## config.mk

```make
export PLATFORM = sky130hd
export DESIGN_NAME = store_buffer_flat
export DESIGN_NICKNAME = d
export VERILOG_FILES = /design/src/rtl/store_buffer_if.sv /design/src/rtl/store_buffer.sv /design/src/flat_wrapper.sv
export SDC_FILE = /design/constraint.sdc
export NUM_CORES = 1
export LEC_CHECK = 0
export BUFFER_PORTS_ARGS = -buffer_cell sky130_fd_sc_hd__buf_2
export CAP_MARGIN = 20
export CORE_MARGIN = 1.5
export CORE_UTILIZATION = 45
export CTS_BUF_LIST = sky130_fd_sc_hd__clkbuf_8
export DETAILED_ROUTE_END_ITERATION = 6
export MAX_ROUTING_LAYER = met4
export PLACE_DENSITY_LB_ADDON = 0.25
export SYNTH_ARGS = -nofsm -noshare
export SYNTH_HDL_FRONTEND = slang
export SYNTH_SLANG_ARGS = --single-unit
```

## constraint.sdc

```tcl
create_clock -name clk -period 10.27 [get_ports clk]
set_input_delay 1.027 -clock clk [delete_from_list [all_inputs] [get_ports clk]]
set_output_delay 1.027 -clock clk [all_outputs]
set_load 0.02 [all_outputs]
```

## src/rtl/store_buffer_if.sv

```systemverilog
// Pipeline-side bundle for the store buffer: store push and load lookup.
// master = MEM stage, slave = store_buffer.
interface store_buffer_if #(
  parameter int ADDR_WIDTH = 32
);
  logic                  st_valid;
  logic                  st_ready;
  logic [ADDR_WIDTH-1:0] st_addr;
  logic [31:0]           st_data;
  logic [1:0]            st_size;
  logic                  ld_valid;
  logic [ADDR_WIDTH-1:0] ld_addr;
  logic [1:0]            ld_size;
  logic                  ld_hit;
  logic [31:0]           ld_fwd_data;
  logic                  ld_stall;

  modport master (
    output st_valid, st_addr, st_data, st_size,
    output ld_valid, ld_addr, ld_size,
    input  st_ready, ld_hit, ld_fwd_data, ld_stall
  );

  modport slave (
    input  st_valid, st_addr, st_data, st_size,
    input  ld_valid, ld_addr, ld_size,
    output st_ready, ld_hit, ld_fwd_data, ld_stall
  );
endinterface

```

## src/rtl/store_buffer.sv

```systemverilog
// MEM-stage store buffer: FIFO of stores drained to the data RAM when the
// port is idle; loads overlapping a buffered store forward or stall.
// Ports: clk, rst_n (async low); sb (store_buffer_if.slave: st_*, ld_*);
// sb_empty; ram_address, ram_data_in, ram_write, ram_read.
// Macro STORE_BUFFER_FWD_EN enables forwarding; otherwise overlaps stall.
module store_buffer #(
  parameter int DEPTH      = 4,
  parameter int ADDR_WIDTH = 32
) (
  input  logic                  clk,
  input  logic                  rst_n,
  store_buffer_if.slave         sb,
  output logic                  sb_empty,
  output logic [ADDR_WIDTH-1:0] ram_address,
  output logic [31:0]           ram_data_in,
  output logic [1:0]            ram_write,
  output logic [1:0]            ram_read
);
  localparam int PW  = $clog2(DEPTH);
  localparam int AW1 = ADDR_WIDTH + 1;

  logic [ADDR_WIDTH-1:0] r_addr [DEPTH];
  logic [31:0]           r_data [DEPTH];
  logic [1:0]            r_size [DEPTH];
  logic [PW-1:0]         r_head;
  logic [PW-1:0]         r_tail;
  logic [PW:0]           r_count;

  logic          w_push;
  logic          w_pop;
  logic          w_ovl;
  logic [PW-1:0] w_idx;
  logic          w_fwd_ok;
  logic          w_hit;
  logic          w_stall;
  logic [31:0]   w_mask_data;

  function automatic logic [AW1-1:0] f_bytes(input logic [1:0] s);
    unique case (s)
      2'd1:    f_bytes = AW1'(1);
      2'd2:    f_bytes = AW1'(2);
      2'd3:    f_bytes = AW1'(4);
      default: f_bytes = '0;
    endcase
  endfunction

  // Extra top bit keeps ranges near the top address from wrapping.
  function automatic logic f_overlap(
    input logic [ADDR_WIDTH-1:0] ea,
    input logic [1:0]            es,
    input logic [ADDR_WIDTH-1:0] la,
    input logic [1:0]            ls
  );
    logic [AW1-1:0] e_lo;
    logic [AW1-1:0] l_lo;
    e_lo = {1'b0, ea};
    l_lo = {1'b0, la};
    f_overlap = (e_lo < l_lo + f_bytes(ls)) &&
                (l_lo < e_lo + f_bytes(es));
  endfunction

  assign sb.st_ready = (r_count != (PW+1)'(DEPTH));
  assign sb_empty    = (r_count == '0);
  assign w_push      = sb.st_valid && sb.st_ready &&
                       (sb.st_size != 2'd0);

  // Walk oldest to youngest so the last match is the youngest entry.
  always_comb begin
    w_ovl = 1'b0;
    w_idx = '0;
    for (int k = 0; k < DEPTH; k++) begin
      if ((PW+1)'(k) < r_count) begin
        if (f_overlap(r_addr[r_head + PW'(k)], r_size[r_head + PW'(k)],
                      sb.ld_addr, sb.ld_size)) begin
          w_ovl = 1'b1;
          w_idx = r_head + PW'(k);
        end
      end
    end
  end

  assign w_fwd_ok = (r_addr[w_idx] == sb.ld_addr) &&
                    (r_size[w_idx] >= sb.ld_size);

  always_comb begin
    unique case (sb.ld_size)
      2'd1:    w_mask_data = {24'b0, r_data[w_idx][7:0]};
      2'd2:    w_mask_data = {16'b0, r_data[w_idx][15:0]};
      2'd3:    w_mask_data = r_data[w_idx];
      default: w_mask_data = '0;
    endcase
  end

`ifdef STORE_BUFFER_FWD_EN
  assign w_hit   = sb.ld_valid && w_ovl && w_fwd_ok;
  assign w_stall = sb.ld_valid && w_ovl && !w_fwd_ok;
  assign sb.ld_fwd_data = w_hit ? w_mask_data : 32'b0;
`else
  logic w_unused;
  assign w_unused = w_fwd_ok ^ (|w_mask_data);
  assign w_hit   = 1'b0;
  assign w_stall = sb.ld_valid && w_ovl;
  assign sb.ld_fwd_data = 32'b0;
`endif

  assign sb.ld_hit   = w_hit;
  assign sb.ld_stall = w_stall;

  // Port is free unless a load actually needs the RAM.
  assign w_pop = (r_count != '0) &&
                 (!sb.ld_valid || w_hit || w_stall);

  always_comb begin
    ram_address = '0;
    ram_data_in = '0;
    ram_write   = 2'd0;
    ram_read    = 2'd0;
    if (sb.ld_valid && !w_ovl) begin
      ram_read    = sb.ld_size;
      ram_address = sb.ld_addr;
    end else if (w_pop) begin
      ram_address = r_addr[r_head];
      ram_data_in = r_data[r_head];
      ram_write   = r_size[r_head];
    end
  end

  always_ff @(posedge clk or negedge rst_n) begin
    if (!rst_n) begin
      r_head  <= '0;
      r_tail  <= '0;
      r_count <= '0;
    end else begin
      if (w_push) r_tail <= r_tail + 1'b1;
      if (w_pop)  r_head <= r_head + 1'b1;
      r_count <= r_count + (PW+1)'(w_push) - (PW+1)'(w_pop);
    end
  end

  always_ff @(posedge clk) begin
    if (w_push) begin
      r_addr[r_tail] <= sb.st_addr;
      r_data[r_tail] <= sb.st_data;
      r_size[r_tail] <= sb.st_size;
    end
  end
endmodule

```

## src/flat_wrapper.sv

```systemverilog
// flat-port wrapper written by rule: the top's interface ports become plain ports
module store_buffer_flat 
#(
  parameter int DEPTH      = 4,
  parameter int ADDR_WIDTH = 32
)
  (clk, rst_n, sb_empty, ram_address, ram_data_in, ram_write, ram_read, sb_st_valid, sb_st_addr, sb_st_data, sb_st_size, sb_ld_valid, sb_ld_addr, sb_ld_size, sb_st_ready, sb_ld_hit, sb_ld_fwd_data, sb_ld_stall);
  store_buffer_if #(.ADDR_WIDTH(ADDR_WIDTH)) sb_i ();
  input  logic clk;
  input  logic rst_n;
  output logic sb_empty;
  output logic [ADDR_WIDTH-1:0] ram_address;
  output logic [31:0] ram_data_in;
  output logic [1:0] ram_write;
  output logic [1:0] ram_read;
  input wire logic [$bits(sb_i.st_valid)-1:0] sb_st_valid;
  input wire logic [$bits(sb_i.st_addr)-1:0] sb_st_addr;
  input wire logic [$bits(sb_i.st_data)-1:0] sb_st_data;
  input wire logic [$bits(sb_i.st_size)-1:0] sb_st_size;
  input wire logic [$bits(sb_i.ld_valid)-1:0] sb_ld_valid;
  input wire logic [$bits(sb_i.ld_addr)-1:0] sb_ld_addr;
  input wire logic [$bits(sb_i.ld_size)-1:0] sb_ld_size;
  output wire logic [$bits(sb_i.st_ready)-1:0] sb_st_ready;
  output wire logic [$bits(sb_i.ld_hit)-1:0] sb_ld_hit;
  output wire logic [$bits(sb_i.ld_fwd_data)-1:0] sb_ld_fwd_data;
  output wire logic [$bits(sb_i.ld_stall)-1:0] sb_ld_stall;
  assign sb_i.st_valid = sb_st_valid;
  assign sb_i.st_addr = sb_st_addr;
  assign sb_i.st_data = sb_st_data;
  assign sb_i.st_size = sb_st_size;
  assign sb_i.ld_valid = sb_ld_valid;
  assign sb_i.ld_addr = sb_ld_addr;
  assign sb_i.ld_size = sb_ld_size;
  assign sb_st_ready = sb_i.st_ready;
  assign sb_ld_hit = sb_i.ld_hit;
  assign sb_ld_fwd_data = sb_i.ld_fwd_data;
  assign sb_ld_stall = sb_i.ld_stall;
  store_buffer #(.DEPTH(DEPTH), .ADDR_WIDTH(ADDR_WIDTH)) u_core (.clk(clk), .rst_n(rst_n), .sb(sb_i), .sb_empty(sb_empty), .ram_address(ram_address), .ram_data_in(ram_data_in), .ram_write(ram_write), .ram_read(ram_read));
endmodule
```

; ---- After elaboration in Yosys (flattened, before gate mapping)
; Memory sizes are Yosys's and may differ from the RTL's.
; Index checks and enable logic that the tools add are counted.
[classes]
reduce_logical = 15
n_lt_le_gt_ge = 12
n_eq_ne = 16
n_mux = 30
n_addsub = 14
[op_table]
columns = op, n
row1 = adder 32 x 33 -> 33 bit, 8
row2 = less-than comparator 32 x 33 -> 1 bit, 8
row3 = 2-to-1 mux 33 bit, 8
row4 = 2-to-1 mux 32 bit, 4
row5 = case mux 3 bit (3 select lines), 5
row6 = "equality test 2 bit, second input constant", 10
row7 = "equality test 2 x 1 -> 1 bit, second input constant", 5
row8 = 2-to-1 mux 1 bit, 10
row9 = logical AND 1 bit, 9
row10 = "less-than comparator 1 x 3 -> 1 bit, first input constant", 2
row11 = "less-than comparator 2 x 3 -> 1 bit, first input constant", 2
row12 = 2-to-1 mux 2 bit, 3
row13 = "adder 2 x 1 -> 2 bit, second input constant", 2
row14 = "adder 2 bit, second input constant", 2
row15 = adder 3 x 1 -> 3 bit, 1
row16 = zero test 3 bit, 1
row17 = "!= test 3 bit, second input constant", 1
row18 = nonzero test 3 bit, 1
row19 = subtractor 3 x 1 -> 3 bit, 1
row20 = zero test 1 bit, 2
row21 = nonzero test 2 bit, 1
row22 = logical OR 1 bit, 1
[word_totals]
wordCells = 93
ramBits = 264
inputBits = 104
register_bits = 7
memories = 3
[memory_table]
columns = memory, words, width, rd, rd_ports_with_merged_regs, wr, line
row1 = u_core.r_addr, 4, 32, 4, 0, 1, store_buffer.sv:22  ; logic [ADDR_WIDTH-1:0] r_addr [DEPTH];
row2 = u_core.r_data, 4, 32, 1, 0, 1, store_buffer.sv:23  ; logic [31:0] r_data [DEPTH];
row3 = u_core.r_size, 4, 2, 4, 0, 1, store_buffer.sv:24  ; logic [1:0] r_size [DEPTH];

; ---- Longest topological paths before layout
; Gate-level depths: netlist of the first run.
; An unclocked memory read counts as a cell.
[depth]
ltp_word = 20
depth_mapped = 43
ltp_nobuf = 31

; ---- Least setup slack after synthesis of the first run
; Ideal clock, no wire load.
[synth_timing]
path_kind = register to output
from = register u_core.r_head[1]
to = output port ram_address[10]
slack_ns = 1.963
stages_incl_launch_ff = 35
n_path_buf = 12
t_arrival_ns = 7.280
required_ns = 9.243
path_cell_list = dfrtp_1 > buf_6 > buf_8 > buf_8 > buf_8 > buf_6 > buf_6 > buf_6 > buf_6 > buf_4 > buf_1 > clkbuf_1 > mux4_2 > nor2_1 > ha_1 > inv_1 > fa_1 > nor2b_1 > o21ai_1 > or3_4 > nor4_4 > and4_4 > nand2_1 > xor2_1 > ha_1 > nand4_1 > nor4_1 > a21oi_1 > o211ai_1 > a31oi_1 > a311oi_2 > o2111ai_4 > nor2_8 > buf_6 > mux2i_1
[synth_via]
elab_chain_len = 20
elab_cells_between_ends = 56
cone_classes = add/sub (7) / order compare (8) / eq/ne (12) / mux (18) / reduce/logical (9) / memory (2)
[synth_lines]
columns = item, line
row1 = from (decl), store_buffer.sv:25  ; logic [PW-1:0] r_head;
row2 = from (signal assigned), store_buffer.sv:135  ; if (w_pop) r_head <= r_head + 1'b1;
row3 = branches (longest 19 deep; another with adder 32 x 33 -> 33 bit), --
row4 = 2-to-1 mux 32 bit (*), store_buffer.sv:118  ; if (sb.ld_valid && !w_ovl) begin
row5 = to (decl), flat_wrapper.sv:12  ; output logic [ADDR_WIDTH-1:0] ram_address;
; Every way passes the cells marked *. The select of a mux whose other input is x is not followed.

; ---- Final worst setup path of the first run
[layout_timing]
from = register u_core.r_head[0]
to = output port ram_data_in[2]
[layout_via]
elab_chain_len = 20
elab_cells_between_ends = 57
cone_classes = add/sub (7) / order compare (8) / eq/ne (12) / mux (18) / reduce/logical (9) / memory (3)
[layout_lines]
columns = item, line
row1 = branches (longest 19 deep; another with adder 32 x 33 -> 33 bit), --
row2 = 2-to-1 mux 32 bit (*), store_buffer.sv:118
row3 = to (decl), flat_wrapper.sv:13  ; output logic [31:0] ram_data_in;
; Marks and branches as above.

==> out/summary.txt, run 1 <==
TritonCTS clock tree - built
WL/cell - 21.6 um
Async SR Flop Fraction - 2.58%
setup tns final - 0 ns
Initial Util - 45.7%
WS Path Type - flip-flop to primary output
drt via density - 5.80
most frequent cells in the layout - ha_1, edfxtp_1, buf_2
# DRC - 0
dpl cell area - 23,700 um^2
MaxCap Viol Count - 0
Worst-path clk slew - 0.06 ns
RSZ-0062 raised after global routing - no
adder-cell share of the synthesized area - 15.6%
Post-Synth Simple-Gate Area - 11.9%
core area - 49,100 um^2
largest stage delay on the critical path - 0.68 ns
TritonRoute pass-1 iters - 5
largest family of logic cells by synthesized area - multiplexers
Nets - 2,444
CTS H-Tree Depth - 2
gpl congestion - 0.959
CTS sink cnt - 271
Worst Skew - 0.0126 ns
post-synthesis compound-gate area fraction - 7.64%
clk_lat worst skew - 0.54 ns
vias in the first global route - 15,700
# rows - 81
Post-Synthesis Cells - 1,886
fin crit share - 86.6%
Max Clk Rate - 0.112 GHz
sequential share of the synthesized area - 36.1%
finished layout cell area - 24,500 um^2
Die Ht - 226 um
Setup-failing EPs final - 0
postcts setup bufs - 0
Port Buffer Count - 174
die width - 226 um
GRT Util Overall - 24.2%
cells on worst reg2reg path - 30
crit path launch type - flip-flop
CP Depth - 25
Final Hold Fails - 0
vias - 16,000
CTS Buf Count - 39
fraction of layout cells with a size suffix above 1 - 19.7%
min-delay worst type - input port to async pin
Die Area - 51,200 um^2
Synth Area in XOR/XNOR - 6.09%
Top Ports - 208
post-route minimum period - 8.89 ns
slowest stage cell, crit path - dfrtp_4
Crit Path Max Fanout - 33
cts repair resizes - 0
synth-to-layout area growth - 9.11%
pwr dens - 314 nW/um^2
Critical Path Sink Type - primary output
Top FF cell, synth - edfxtp_1
most frequent cell on the critical path - ha_1
cell family with most CP delay - simple AND/OR/NAND/NOR gates
clock buffer depth - 3
first-pass GRT wire length - 89,900 um
number of synthesized flops with an enable pin - 264
detailed placement HPWL - 47,300 um
final WL - 59,900 um
Post-DRT Antenna Nets - 0
post-synthesis cell type count - 80
synthesized cell area - 22,400 um^2
commonest non-fill, non-tap cell in the layout - ha_1
Synth warnings - 0
Pins Over Slew Limit - 0
CP Data Arrival Time - 7.87 ns
cts hold-fix bufs - 0
multiplexer share of the synthesized area - 17.8%
worst slew pin tran - 1.08 ns
Slew HR - 27.4%
total congestion overflow - 0
initial DRC count - 1,282
synthesized area per cell - 11.9 um^2
clk root buf - clkbuf_8
initial antenna violation count - 8
peak supply drop - 0.205 mV
WP buf/inv - 4
status - finished clean
CP required - 9.24 ns
Leak - 0.00962 uW
Synth Register Bits - 271
largest net degree at the start of global routing - 93
registers in the layout, indices dropped and copies added (netlist names):
register / count
u_core.r_data: 128
u_core.r_addr: 128
u_core.r_head: 2
u_core.r_tail: 2
u_core.r_count: 3
u_core.r_size: 8
logic make-up after synthesis:
kind of cell	count (synthesis)
other	1
and+or+nand+nor	518
xor gates and xnor gates	155
DFF	271
muxes	223
adders and majority gates	276
buffers and inverters	173
AOI/OAI and AO/OA	269
per-layer routing:
layer	up-vias	wire [um]	GRT usage, %
met1	7871	26800	33.1
li1	7562	-	-
met4	0	1590	6.90
met2	519	27400	37.6
met5	-	0	-
met3	86	4060	3.53
final timing paths:
path / start / slack, ns / end
min in group clk: u_core.r_tail[0] / 0.65 / u_core.r_tail[0]
setup reg to reg: u_core.r_head[0] / 2.10 / u_core.r_count[2]
hold reg to reg: u_core.r_tail[0] / 0.65 / u_core.r_tail[0]
setup / recovery: u_core.r_head[0] / 1.38 / ram_data_in[2]
hold / removal: rst_n / 0.36 / u_core.r_count[0]
max in group asynchronous: rst_n / 9.65 / u_core.r_head[0]
final cells by class:
| type | count | area [um^2] |
|---|---|---|
| antenna | 9 | 22.5 |
| fill | 4392 | 24600 |
| tap | 664 | 831 |
| clock inverter | 30 | 229 |
| sequential | 271 | 8110 |
| inverter | 89 | 334 |
| clock buffer | 40 | 551 |
| multi-input combinational | 1474 | 13400 |
| timing repair buffer | 189 | 1010 |
power by group:
part	internal, uW	leakage (uW)	switching, uW
clock	464	0.000443	391
sequential	1410	0.00249	128
combinational	2130	0.00669	3160
total	4000	0.00962	3680
worst register-to-register path: cells and delay by family (launching register included):
| family | cells | cell delay [ns] |
|---|---|---|
| buffers and inverters | 6 | 1.05 |
| adders and majority gates | 6 | 1.69 |
| DFF | 1 | 0.68 |
| and+or+nand+nor | 8 | 2.30 |
| xor gates and xnor gates | 2 | 0.32 |
| AOI/OAI and AO/OA | 8 | 2.02 |
metrics by stage:
step           std cells  util [%]  hold WS, ns  total power [uW]  setup slack, ns
6_report            2766      49.9        0.364              7680             1.38
5_1_grt             2764      49.9        0.345              8300            0.768
4_1_cts             2757      49.8        0.346              7710             1.27
3_5_place_dp        2687      48.2        0.639              6830             1.88
3_3_place_gp        2687      48.2        0.606              6690             2.03
2_1_floorplan       1918         -        0.580              5470             1.96
cell usage after synthesis (all sizes together), types with 49 or more instances:
cell,count,area share [%]
xor2,62,2.4
nor2,99,1.7
mux2i,70,3.1
buf,72,3.0
o21ai,62,1.4
mux4,137,14
nor2b,51,1.4
nand2,162,2.7
a21oi,97,2.2
edfxtp,264,35
xnor2,93,3.7
nand4,49,1.4
inv,89,1.5
ha,270,15
No activity file was read; power rests on OpenSTA's default activity.
==> run 2, diff against run 1 <==
--- a/config.mk
+++ b/config.mk
@@ -12,7 +12,6 @@
 export CTS_BUF_LIST = sky130_fd_sc_hd__clkbuf_8
 export DETAILED_ROUTE_END_ITERATION = 6
 export MAX_ROUTING_LAYER = met4
-export PLACE_DENSITY_LB_ADDON = 0.25
 export SYNTH_ARGS = -nofsm -noshare
 export SYNTH_HDL_FRONTEND = slang
 export SYNTH_SLANG_ARGS = --single-unit
==> run 2 against run 1 <==
  * Fmax down 7.2%
  * Register-to-register slack worse by 0.62 ns
  * Clock skew up 0.012 ns
  * Highest routed layer unchanged
  * Flip-flop and latch count unchanged
  * Die area unchanged
  * Via count down 0.11%
  * First-iteration DRC count down 18%
  * Combinational power about the same
  * Largest power group unchanged
==> out/summary.txt, run 2 (synthesized netlist as in run 1, its figures left out) <==
worst r2r src - u_core.r_head[0]
fraction of layout cells with a size suffix above 1 - 20.0%
post-route minimum period - 9.58 ns
cell family with most CP delay - simple AND/OR/NAND/NOR gates
Leak - 0.00961 uW
R2R Setup Slk - 1.48 ns
# DRC - 0
crit path launch type - flip-flop
drt via density - 5.79
placed cell count - 2,686
Crit Path Max Fanout - 136
vias - 16,000
WS Path Type - flip-flop to primary output
worst slew pin tran - 1.10 ns
Port Buffer Count - 174
initial DRC count - 1,045
CP Data Arrival Time - 8.55 ns
TritonCTS clock tree - built
most frequent cell on the critical path - nand4_1
CP required - 9.24 ns
largest net degree at the start of global routing - 151
GRT Util Overall - 23.8%
Slew HR - 26.3%
first-pass GRT wire length - 88,800 um
setup tns final - 0 ns
slowest stage cell, crit path - o21ai_4
Final Hold Fails - 0
CTS Buf Count - 39
postcts setup bufs - 0
met2 WL - 27,100 um
cells on worst reg2reg path - 24
clock buffer depth - 3
Cell Chain, Critical Path - buf_12 > mux4_2 > nand4_1 > nor4b_1 > nand2_1 > nor3_1 > nand4_1 > xor2_1 > ha_1 > nand4_1 > nor4_1 > nand2_1 > a211oi_1 > nor4_1 > o211ai_2 > o2111ai_4 > o21ai_4 > buf_4 > nor2b_1 > buf_2
Pins Over Slew Limit - 0
CTS H-Tree Depth - 2
min-delay worst type - input port to async pin
Post-DRT Antenna Nets - 0
fin crit share - 93.3%
detailed placement HPWL - 46,000 um
met3 WL post-DR - 3350 um
finished layout cell area - 24,500 um^2
dpl cell area - 23,700 um^2
pwr dens - 313 nW/um^2
cts repair resizes - 0
clk_lat worst skew - 0.55 ns
MaxCap Viol Count - 0
clk root buf - clkbuf_8
Worst Skew - 0.0244 ns
CTS sink cnt - 271
Final Non-Filler Cells - 2,767
most frequent cells in the layout - ha_1, edfxtp_1, buf_2
vias in the first global route - 15,600
peak supply drop - 0.280 mV
Setup-failing EPs final - 0
Initial Util - 45.7%
commonest non-fill, non-tap cell in the layout - ha_1
synth-to-layout area growth - 9.19%
WP buf/inv - 3
WL/cell - 21.4 um
top flop regs - u_core.r_addr x128, u_core.r_data x128, u_core.r_size x8
total congestion overflow - 0
cts hold-fix bufs - 0
Die Area - 51,200 um^2
RSZ-0062 raised after global routing - no
RR Endpoint - u_core.r_count[2]
status - finished clean
initial antenna violation count - 11
Worst-path clk slew - 0.07 ns
gpl congestion - 0.915
DR top layer - met4
# rows - 81
Max Clk Rate - 0.104 GHz
Die Ht - 226 um
largest stage delay on the critical path - 0.74 ns
Fillers - 4,468
WL met1 - 27,800 um
Nets - 2,443
TritonRoute pass-1 iters - 5
Top Ports - 208
final WL - 59,300 um
Critical Path Sink Type - primary output
die width - 226 um
core area - 49,100 um^2
## run 2: cell types whose count changed in the layout (fill, tap and decap cells not counted), sizes merged
cell and change:
bufinv -2, diode +3, inv -4, buf -1, clkinv -2, clkbuf +7
## run 2: worst register-to-register path, delay by kind of cell, from the launching register on
kind / cells / cell delay [ns]
AOI/OAI and AO/OA: 4 / 1.76
xor gates and xnor gates: 2 / 0.35
adders and majority gates: 4 / 1.07
buffers and inverters: 4 / 0.80
DFF: 1 / 0.66
muxes: 1 / 0.82
and+or+nand+nor: 9 / 3.20
## run 2: worst max-delay path by stage
stage	slack, ns	to	start	cells past startpoint
2_1_floorplan	1.96	ram_address[10]	u_core.r_head[1]	34
3_3_place_gp	1.44	ram_write[0]	u_core.r_head[0]	26
3_5_place_dp	1.28	ram_data_in[22]	u_core.r_head[0]	20
4_1_cts	0.66	ram_data_in[22]	u_core.r_head[0]	20
5_1_grt	0.17	ram_data_in[1]	u_core.r_head[0]	20
6_report	0.69	ram_data_in[26]	u_core.r_head[0]	20
## run 2: per-stage QoR
stage          util, %  hold slack [ns]  total power (uW)  setup slack (ns)
6_report          49.9            0.327              7660             0.690
5_1_grt           49.9            0.306              8310             0.167
4_1_cts           49.9            0.295              7710             0.656
3_5_place_dp      48.2            0.631              6810              1.28
3_3_place_gp      48.2            0.605              6660              1.44
2_1_floorplan        -            0.580              5470              1.96
## run 2: cell type report
type,count,area [um^2],share of cell area [%]
Antenna cell,12,30.0,0.123
Clock buffer,47,647,2.64
Clock inverter,22,156,0.639
Inverter,89,334,1.36
Multi-Input combinational cell,1474,13400,54.6
Sequential cell,271,8110,33.1
Tap cell,664,831,3.39
Timing Repair Buffer,188,997,4.07
## run 2: power breakdown
part	total [uW]	switching [uW]	internal [uW]
clock network	864	396	469
registers	1530	116	1420
logic	5270	3140	2130
## run 2: per-layer routing
layer,track usage (%),up-vias
li1,-,7565
met1,33.7,7950
met2,36.6,449
met3,2.77,56
met4,5.98,0
met5,-,-
